[src/rtl/sprite_engine.sv]
// sprite_engine: erase / move / redraw engine for one rectangular sprite on the
// VGA plot bus. On a tick it erases the sprite, steps it by dir and redraws it.
// Optional build macro: SPRITE_WRAP_EN. When it is defined, positions wrap
// around the screen edges and off-screen pixels are masked. When it is not
// defined, positions are clamped to the screen.
// Ports:
//   clk, reset         clock, synchronous active-high reset
//   tick               frame request (rising edge, honoured only in IDLE)
//   load               reload position from start_x/start_y (IDLE only)
//   start_x, start_y   initial/reload position
//   dir                [0]=right [1]=up [2]=down [3]=left
//   mode               fill mode: 0 solid, 1 col stripes, 2 checker, 3 row stripes
//   c_in, c2_in        primary / secondary draw colour
//   x_out, y_out, c_out, plot   registered pixel write to the VGA adapter
//   busy               high while a frame is in progress (registered)
//   frame_done         one-cycle pulse at the end of each frame
module sprite_engine #(
    parameter int unsigned SPR_W = 4,
    parameter int unsigned SPR_H = 4,
    parameter int unsigned X_W = 8,
    parameter int unsigned Y_W = 7,
    parameter int unsigned C_W = 3,
    parameter int unsigned X_MAX = 159,
    parameter int unsigned Y_MAX = 119,
    parameter int unsigned STEP = 1,
    parameter logic [C_W-1:0] BG_COLOR = C_W'(3'b111)
) (
    input  logic           clk,
    input  logic           reset,
    input  logic           tick,
    input  logic           load,
    input  logic [X_W-1:0] start_x,
    input  logic [Y_W-1:0] start_y,
    input  logic [3:0]     dir,
    input  logic [1:0]     mode,
    input  logic [C_W-1:0] c_in,
    input  logic [C_W-1:0] c2_in,
    output logic [X_W-1:0] x_out,
    output logic [Y_W-1:0] y_out,
    output logic [C_W-1:0] c_out,
    output logic           plot,
    output logic           busy,
    output logic           frame_done
);

    typedef enum logic [2:0] {IDLE, ERASE, MOVE, DRAW, DONE} state_t;

    localparam int unsigned CNT_W = 4;
    localparam int unsigned XS_W  = X_W + 1;
    localparam int unsigned YS_W  = Y_W + 1;
    localparam logic signed [XS_W-1:0] STEP_X = XS_W'(STEP);
    localparam logic signed [YS_W-1:0] STEP_Y = YS_W'(STEP);
`ifdef SPRITE_WRAP_EN
    localparam logic signed [XS_W-1:0] X_MOD = XS_W'(X_MAX + 1);
    localparam logic signed [YS_W-1:0] Y_MOD = YS_W'(Y_MAX + 1);
    localparam logic signed [XS_W-1:0] X_TOP = XS_W'(X_MAX);
    localparam logic signed [YS_W-1:0] Y_TOP = YS_W'(Y_MAX);
`else
    localparam logic signed [XS_W-1:0] X_LIM = XS_W'(X_MAX - SPR_W + 1);
    localparam logic signed [YS_W-1:0] Y_LIM = YS_W'(Y_MAX - SPR_H + 1);
`endif

    state_t             state, state_d;
    logic [CNT_W-1:0]   col, col_d, row, row_d;
    logic [X_W-1:0]     pos_x, pos_x_d, x_d;
    logic [Y_W-1:0]     pos_y, pos_y_d, y_d;
    logic [C_W-1:0]     c_d;
    logic               plot_d, busy_d, done_d, tick_q;
    logic signed [XS_W-1:0] dx, nx;
    logic signed [YS_W-1:0] dy, ny;
    logic               sel;
`ifdef SPRITE_WRAP_EN
    logic [XS_W-1:0]    px_sum;
    logic [YS_W-1:0]    py_sum;
`endif

    // State, counters, position and registered outputs
    always_ff @(posedge clk) begin
        if (reset) begin
            state      <= IDLE;
            col        <= '0;
            row        <= '0;
            pos_x      <= start_x;
            pos_y      <= start_y;
            tick_q     <= 1'b0;
            x_out      <= '0;
            y_out      <= '0;
            c_out      <= '0;
            plot       <= 1'b0;
            busy       <= 1'b0;
            frame_done <= 1'b0;
        end else begin
            state      <= state_d;
            col        <= col_d;
            row        <= row_d;
            pos_x      <= pos_x_d;
            pos_y      <= pos_y_d;
            tick_q     <= tick;
            x_out      <= x_d;
            y_out      <= y_d;
            c_out      <= c_d;
            plot       <= plot_d;
            busy       <= busy_d;
            frame_done <= done_d;
        end
    end

    // Next state, scan counters, move arithmetic and next output values
    always_comb begin
        state_d = state;
        col_d   = col;
        row_d   = row;
        pos_x_d = pos_x;
        pos_y_d = pos_y;
        x_d     = x_out;
        y_d     = y_out;
        c_d     = c_out;
        plot_d  = 1'b0;
        busy_d  = (state != IDLE);
        done_d  = 1'b0;

        // Opposite directions on one axis cancel out
        dx = '0;
        if (dir[0] && !dir[3])      dx = STEP_X;
        else if (dir[3] && !dir[0]) dx = -STEP_X;
        dy = '0;
        if (dir[2] && !dir[1])      dy = STEP_Y;
        else if (dir[1] && !dir[2]) dy = -STEP_Y;
        nx = $signed({1'b0, pos_x}) + dx;
        ny = $signed({1'b0, pos_y}) + dy;

        unique case (mode)
            2'd0:    sel = 1'b0;
            2'd1:    sel = col[0];
            2'd2:    sel = col[0] ^ row[0];
            default: sel = row[0];
        endcase

`ifdef SPRITE_WRAP_EN
        px_sum = {1'b0, pos_x} + XS_W'(col);
        py_sum = {1'b0, pos_y} + YS_W'(row);
`endif

        unique case (state)
            IDLE: begin
                // load wins over tick; a held tick starts only one frame
                if (load) begin
                    pos_x_d = start_x;
                    pos_y_d = start_y;
                end else if (tick && !tick_q) begin
                    state_d = ERASE;
                end
            end
            ERASE, DRAW: begin
                plot_d = 1'b1;
`ifdef SPRITE_WRAP_EN
                x_d    = px_sum[X_W-1:0];
                y_d    = py_sum[Y_W-1:0];
                plot_d = (px_sum <= XS_W'(X_MAX)) && (py_sum <= YS_W'(Y_MAX));
`else
                x_d    = pos_x + X_W'(col);
                y_d    = pos_y + Y_W'(row);
`endif
                if (state == ERASE) c_d = BG_COLOR;
                else                c_d = sel ? c2_in : c_in;
                if (col == CNT_W'(SPR_W - 1)) begin
                    col_d = '0;
                    if (row == CNT_W'(SPR_H - 1)) begin
                        row_d   = '0;
                        state_d = (state == ERASE) ? MOVE : DONE;
                    end else begin
                        row_d = row + 1'b1;
                    end
                end else begin
                    col_d = col + 1'b1;
                end
            end
            MOVE: begin
`ifdef SPRITE_WRAP_EN
                if (nx[XS_W-1])     pos_x_d = X_W'(nx + X_MOD);
                else if (nx > X_TOP) pos_x_d = X_W'(nx - X_MOD);
                else                pos_x_d = nx[X_W-1:0];
                if (ny[YS_W-1])     pos_y_d = Y_W'(ny + Y_MOD);
                else if (ny > Y_TOP) pos_y_d = Y_W'(ny - Y_MOD);
                else                pos_y_d = ny[Y_W-1:0];
`else
                if (nx[XS_W-1])     pos_x_d = '0;
                else if (nx > X_LIM) pos_x_d = X_LIM[X_W-1:0];
                else                pos_x_d = nx[X_W-1:0];
                if (ny[YS_W-1])     pos_y_d = '0;
                else if (ny > Y_LIM) pos_y_d = Y_LIM[Y_W-1:0];
                else                pos_y_d = ny[Y_W-1:0];
`endif
                state_d = DRAW;
            end
            DONE: begin
                done_d  = 1'b1;
                state_d = IDLE;
            end
            default: state_d = IDLE;
        endcase
    end

endmodule
[config.mk]
export PLATFORM = sky130hd
export DESIGN_NAME = sprite_engine
export DESIGN_NICKNAME = d
export VERILOG_FILES = /design/src/rtl/sprite_engine.sv
export SDC_FILE = /design/constraint.sdc
export NUM_CORES = 1
export LEC_CHECK = 0
export ABC_CLOCK_PERIOD_IN_PS = 7300
export CAP_MARGIN = 40
export CORE_ASPECT_RATIO = 0.5
export CORE_MARGIN = 5
export CORE_UTILIZATION = 45
export CTS_CLUSTER_DIAMETER = 40
export DETAILED_ROUTE_END_ITERATION = 8
export HOLD_SLACK_MARGIN = 0.1
export PLACE_DENSITY = 0.72
export SKIP_LAST_GASP = 1
export SLEW_MARGIN = 20
export SYNTH_ARGS = -nofsm -noshare
export SYNTH_HDL_FRONTEND = slang
export SYNTH_SLANG_ARGS = --single-unit
[constraint.sdc]
create_clock -name clk -period 7.3 [get_ports clk]
set_clock_uncertainty 0.1 [all_clocks]
set_input_delay 1.095 -clock clk [delete_from_list [all_inputs] [get_ports clk]]
set_output_delay 1.095 -clock clk [all_outputs]
set_load 0.02 [all_outputs]
==> qor.csv, run 1 <==
metric,value,unit
outcome,"complete, no violations",
min Tclk post-route,4.16,ns
number of CTS-inserted buffers,5,
Post-synth top cells,"34 x nand2_1, 33 x dfxtp_1, 29 x nor2_1",
Static Leak,1.54,nW
final setup fails,0,
layout cells sized above 1,0.0481,
FF+latch area,0.00111,mm2
initial antenna violation count,0,
count of flip-flops with a built-in enable after synthesis,15,
fin cells,508,
layer with the highest usage,met2,
Post-CTS Hold Buffers,0,
post-synth cell types,64,
chip height,70.0,um
CP peak stage delay,0.45,ns
"count leader, synth",nand2_1,
DP Cell Count,499,
switching pwr,0.000202,W
met2 Use GR,0.286,
Post-Syn Nets,429,
leading area contributor after synthesis,dfxtp_1,
row cnt,21,
fillers,635,
Post-CTS Resized,0,
number of port buffers,51,
switching part of the total,0.286,
clock share of power,0.336,
CTS Sinks,48,
Yosys top cell area share,0.204,
M1 GR Usage,0.229,
Async SR Flop Fraction,0,
All-Layer GR Usage,0.173,
critical path's slowest cell,clkdlybuf4s50_1,
Reg2Reg Depth,8,
Post-Syn Instances,373,
period utilisation layout,0.570,
area of the multi-input gates,0.00198,mm2
main area contributors after synthesis,"dfxtp_1 20%, edfxtp_1 14%, ha_1 8.5%",
I/O Pins,52,
final hold vios,0,
Hold Crit Class,reg -> reg,
Root Buffer,clkbuf_16,
drt wl/cell,15.4,um
"Primary FF master, synth",dfxtp_1,
Slew @ Worst Pin,0.766,ns
# DRC,0,
post-synthesis cell area,0.00324,mm2
Vias/cell,5.73,
"FF+latch count, synth",48,
Flop pwr share,0.437,
"Arr. time, crit path",4.11,ns
CTS Buffer Depth,2,
max_cap viols,0,
final setup TNS,0,ns
Placeable Area,0.00683,mm2
"Clk pin slew, worst setup/hold paths",0.07,ns
internal power,0.000504,W
Pwr Density,178,mW/mm2
clock insertion delay at the later pin of the skew report,0.29,ns
grt ovf,0,
routing usage on met3,0.0373,
Starting Density,0.475,
layout net count,471,
die area,0.00910,mm2
critical path endpoint category,register,
H-tree depth,2,
CTS tree,yes,
Mean Syn Cell Area,8.69,um2
Final Max Slew Viols,0,
routed via count,2911,
RSZ-0062 raised after global routing,false,
largest net degree at the start of global routing,34,
Critical path origin,dir[2],
die width,130,um
Ant. Diodes,0,
worst r2r dst,pos_y[0]$_DFFE_PP_,
crit path to,pos_y[0]$_DFFE_PP_,
Final ANT Viol Nets,0,
power share of the combinational group,0.227,
post-CTS repair timing setup buffer count,0,
DR iter-0 viols,178,
RR Startpoint,pos_y[0]$_DFFE_PP_,
reg2reg setup slack,4.26,ns
Achievable Freq,240,MHz
Post-Route WL,7.81,mm
routability congestion estimate,0.860,
Pre-antenna DRT Iters,4,
relative slew slack,0.488,
Area Growth Syn to Fin,22.5,%
maximum VDD drop,0.0000883,V
Critical Path RT,7.25,ns
HPWL Detailed,5.82,mm
CP Class,in -> reg,
vias in the first global route,2826,
Worst Setup Start Kind,primary input,
Synth Warn #,0,
worst-path fanout max,4,
first-pass GRT wire length,13.0,mm
worst path cell trace,"clkdlybuf4s50_1, inv_1, ha_1, inv_1, ha_1, fa_1, a21o_1, a21o_1, or4_1, a32oi_1, nand3_1, a32o_2",
sequential area share after synthesis,0.343,
area by class of cell:
type	instances	share of cell area
multi-input combinational	286	0.498
sequential	48	0.280
timing repair buffer	55	0.137
clock buffer	7	0.0359
tap	92	0.0290
inverter	19	0.0180
clock inverter	1	0.00220
through the flow:
step	setup WS [ns]	util	area (um2)	power, W	hold WS [ns]
after floorplan	3.56	-	3240	0.000417	0.382
final	3.14	0.582	3970	0.000706	0.359
after global placement	2.98	0.558	3810	0.000467	0.343
after detailed placement	2.87	0.558	3810	0.000473	0.353
after CTS	3.17	0.580	3960	0.000709	0.361
after global routing	2.98	0.582	3970	0.000740	0.384
power groups by stage:
stage / logic [W] / registers [W] / clock network [W]
after floorplan: 0.000102 / 0.000315 / 0
after global placement: 0.000153 / 0.000314 / 0
after detailed placement: 0.000158 / 0.000314 / 0
after CTS: 0.000160 / 0.000308 / 0.000241
after global routing: 0.000176 / 0.000311 / 0.000253
final: 0.000160 / 0.000308 / 0.000237
state kept, by name, indices dropped and copies added (netlist names), 3 cells and up:
| signal | flops |
|---|---|
| y_out | 7 |
| pos_x | 8 |
| c_out | 3 |
| col | 4 |
| x_out | 8 |
| row | 4 |
| state | 3 |
| pos_y | 7 |
critical path: cells and delay by family:
family / cells / cell delay [ns]
fa+ha+maj: 3 / 0.93
simple gates: 2 / 0.57
compound gates: 4 / 0.99
buf+inv: 3 / 0.53
cell usage in the layout, fill, tap and decap left out, types with 4 or more instances in the layout:
cell,synthesis,final
ha_1,22,22
nor2_1,29,29
clkdlybuf4s50_1,0,51
a211oi_1,7,7
a21oi_1,28,28
edfxtp_1,15,15
nor2b_1,11,10
a22oi_1,4,4
nor3_1,6,6
a21o_1,6,6
clkbuf_16,0,5
inv_1,19,19
nand2_1,34,34
xnor2_1,13,13
nand2b_1,4,4
nand3_1,11,11
xor2_1,14,14
a31oi_1,4,4
or3_1,4,4
o21ai_0,18,18
nor3b_1,7,7
dfxtp_1,33,33
cell families (layout without fill, tap and decap cells):
kind of cell             after synthesis  after routing  synth area share
flip-flops                            48             48             0.343
AO/OA/AOI/OAI                        107            107             0.226
AND/OR/NAND/NOR                      122            122             0.190
multiplexers                           5              5            0.0162
adder cells (fa/ha/maj)               25             25             0.103
buffers and inverters                 39             82            0.0490
XOR/XNOR                              27             27            0.0729
how the worst min path moves through the flow:
| stage | end | startpoint | slack, ns | depth (start not counted) |
|---|---|---|---|---|
| finish | x_out[4]$_SDFFE_PP0N_ | x_out[4]$_SDFFE_PP0N_ | 0.36 | 2 |
| global route | x_out[3]$_SDFFE_PP0N_ | x_out[3]$_SDFFE_PP0N_ | 0.38 | 2 |
| CTS | x_out[4]$_SDFFE_PP0N_ | x_out[4]$_SDFFE_PP0N_ | 0.36 | 2 |
| detailed placement | x_out[4]$_SDFFE_PP0N_ | x_out[4]$_SDFFE_PP0N_ | 0.35 | 2 |
| global placement | y_out[2]$_SDFFE_PP0N_ | y_out[2]$_SDFFE_PP0N_ | 0.34 | 2 |
| floorplan | row[1]$_SDFFE_PP0P_ | row[1]$_SDFFE_PP0P_ | 0.38 | 2 |
routing by layer:
metal,vias up,wire (um)
met2,78,3800
met5,-,0
li1,1446,-
met4,0,62
met3,6,427
met1,1381,3520
Note: power is estimated with default switching activity, not from simulation.
==> run 2, diff against run 1 <==
--- a/config.mk
+++ b/config.mk
@@ -5,7 +5,7 @@
 export SDC_FILE = /design/constraint.sdc
 export NUM_CORES = 1
 export LEC_CHECK = 0
-export ABC_CLOCK_PERIOD_IN_PS = 7300
+export ABC_CLOCK_PERIOD_IN_PS = 3550
 export CAP_MARGIN = 40
 export CORE_ASPECT_RATIO = 0.5
 export CORE_MARGIN = 5
@@ -13,7 +13,7 @@
 export CTS_CLUSTER_DIAMETER = 40
 export DETAILED_ROUTE_END_ITERATION = 8
 export HOLD_SLACK_MARGIN = 0.1
-export PLACE_DENSITY = 0.72
+export PLACE_DENSITY = 0.75
 export SKIP_LAST_GASP = 1
 export SLEW_MARGIN = 20
 export SYNTH_ARGS = -nofsm -noshare
==> constraint.sdc (replaced) <==
create_clock -name clk -period 3.55 [get_ports clk]
set_clock_uncertainty 0.1 [all_clocks]
set_input_delay 0.5325 -clock clk [delete_from_list [all_inputs] [get_ports clk]]
set_output_delay 0.5325 -clock clk [all_outputs]
set_load 0.02 [all_outputs]
==> run 2 against run 1 <==
Effect of this change:
- flip-flop and latch count unchanged
- combinational power up 120%
- global-route usage about the same
- setup slack worse by 3.0 ns
- hold slack worse by 0.0061 ns
- utilization up 2.0 points
- sequential share of layout area down 0.94 points
- final cell count up 3.0%
- critical path depth unchanged
- critical endpoint unchanged
==> qor.csv, run 2 (same netlist as run 1, synthesis figures left out) <==
metric,value,unit,change
outcome,"complete, no violations",,unchanged
All-Layer GR Usage,0.173,,about the same
I/O Pins,52,,unchanged
clock insertion delay at the later pin of the skew report,0.30,ns,was 0.29 ns
drt wl/cell,14.5,um,was 15.4 um
Slew @ Worst Pin,0.641,ns,was 0.766 ns
worst-path fanout max,2,,was 4
relative slew slack,0.572,,was 0.488
Root Buffer,clkbuf_16,,unchanged
post-CTS repair timing setup buffer count,0,,unchanged
"most common cell after layout, fill and taps aside",clkdlybuf4s50_1,,unchanged
Pre-antenna DRT Iters,7,,was 4
Worst Setup Start Kind,primary input,,unchanged
H-tree depth,2,,unchanged
period utilisation layout,0.962,,
Critical Path RT,3.50,ns,was 7.25 ns
worst path cell trace,"clkdlybuf4s50_1, inv_1, ha_1, inv_1, ha_1, fa_1, a21o_1, a21o_1, or4_1, a32oi_2, nand3_1, a32o_2",,"was clkdlybuf4s50_1, inv_1, ha_1, inv_1, ha_1, fa_1, a21o_1, a21o_1, or4_1, a32oi_1, nand3_1, a32o_2"
routability congestion estimate,0.939,,was 0.860
critical path's slowest cell,clkdlybuf4s50_1,,unchanged
number of CTS-inserted buffers,5,,unchanged
"Clk pin slew, worst setup/hold paths",0.06,ns,was 0.07 ns
RR Startpoint,pos_y[0]$_DFFE_PP_,,unchanged
die width,130,um,unchanged
area of the multi-input gates,0.00199,mm2,was 0.00198 mm2
initial antenna violation count,0,,unchanged
CTS Sinks,48,,unchanged
HP Start,x_out[2]$_SDFFE_PP0N_,,was x_out[4]$_SDFFE_PP0N_
Ant. Diodes,0,,unchanged
fillers,626,,was 635
Critical path origin,dir[2],,unchanged
fin util,0.602,,was 0.582
Achievable Freq,293,MHz,
# DRC,0,,unchanged
top flop regs,"pos_x: 8 flops, x_out: 8 flops",,unchanged
placed cell area,0.00393,mm2,was 0.00381 mm2
CTS tree,yes,,unchanged
layout net count,486,,was 471
RSZ-0062 raised after global routing,false,,unchanged
Final Max Slew Viols,0,,unchanged
chip height,70.0,um,unchanged
final hold vios,0,,unchanged
first-pass GRT wire length,12.8,mm,was 13.0 mm
CTS Buffer Depth,2,,unchanged
Starting Density,0.475,,unchanged
DR iter-0 viols,197,,was 178
post-place setup slack,-0.228,ns,was 2.87 ns
number of port buffers,51,,unchanged
maximum VDD drop,0.000176,V,was 0.0000883 V
max_cap viols,0,,unchanged
most frequent cells in the layout,"51 x clkdlybuf4s50_1, 34 x nand2_1, 33 x dfxtp_1",,unchanged
Placeable Area,0.00683,mm2,unchanged
Static Leak,1.62,nW,was 1.54 nW
vias in the first global route,2635,,was 2826
CP Class,in -> reg,,unchanged
FF+latch area,0.00111,mm2,unchanged
row cnt,21,,unchanged
design area,0.00411,mm2,was 0.00397 mm2
min Tclk post-route,3.42,ns,
die area,0.00910,mm2,unchanged
"Arr. time, crit path",3.37,ns,was 4.11 ns
final setup fails,0,,unchanged
Hold Crit Class,reg -> reg,,unchanged
Pwr Density,370,mW/mm2,was 178 mW/mm2
critical path endpoint category,register,,unchanged
grt ovf,0,,unchanged
Vias/cell,5.56,,was 5.73
Area Growth Syn to Fin,26.8,%,was 22.5%
CP peak stage delay,0.46,ns,was 0.45 ns
HPWL Detailed,5.74,mm,was 5.82 mm
layout cells sized above 1,0.0858,,was 0.0481
Post-Route WL,7.56,mm,was 7.81 mm
routed via count,2910,,was 2911
setup ws final,0.135,ns,was 3.14 ns
Final ANT Viol Nets,0,,unchanged
largest net degree at the start of global routing,33,,was 34
==> run 2: timing repair <==
action                     CTS  global route
setup endpoints to repair    0             2
hold buffers                 0             0
gates resized for setup      0             1
==> run 2: stage by stage <==
step / total power (W) / hold WS (ns) / TNS [ns] / std cells
3_3_place_gp: 0.000988 / 0.344 / -0.251 / 515
5_1_grt: 0.00161 / 0.382 / 0 / 523
4_1_cts: 0.00153 / 0.353 / 0 / 523
6_report: 0.00152 / 0.353 / 0 / 523
3_5_place_dp: 0.000993 / 0.345 / -0.666 / 515
2_1_floorplan: 0.000856 / 0.382 / 0 / 373
==> run 2: cell type report <==
class / instances / area share
multi-input cells: 286 / 0.483
repair buffers: 70 / 0.159
clock buffers: 7 / 0.0399
well taps: 92 / 0.0280
clock inverters: 1 / 0.00213
inverters: 19 / 0.0174
flip-flops and latches: 48 / 0.270
==> run 2: power by group <==
part,leakage (nW),internal [W],switching (W)
clock,0.0852,0.000324,0.000212
sequential,0.421,0.000599,0.0000346
combinational,1.12,0.000175,0.000178
total,1.62,0.00110,0.000424
==> run 2: metal layers <==
metal / up-vias / share of wire / track usage / wire length, um
li1: 1491 / - / - / -
met1: 1343 / 0.47 / 0.237 / 3580
met2: 69 / 0.46 / 0.272 / 3490
met3: 7 / 0.051 / 0.0373 / 389
met4: 0 / 0.014 / 0.0518 / 104
met5: - / 0 / 0 / 0
==> run 2: critical path: cells and delay by family <==
kind | cells | cell delay, ns
compound gates | 4 | 0.89
fa+ha+maj | 3 | 0.84
buf+inv | 3 | 0.54
simple gates | 2 | 0.57
==> run 2: worst paths after layout <==
kind,endpoint,slack (ns),cells past startpoint
setup reg to reg,pos_y[0]$_DFFE_PP_,0.71,8
hold / removal,x_out[2]$_SDFFE_PP0N_,0.35,2
setup / recovery,pos_y[0]$_DFFE_PP_,0.13,12
hold reg to reg,x_out[2]$_SDFFE_PP0N_,0.35,2
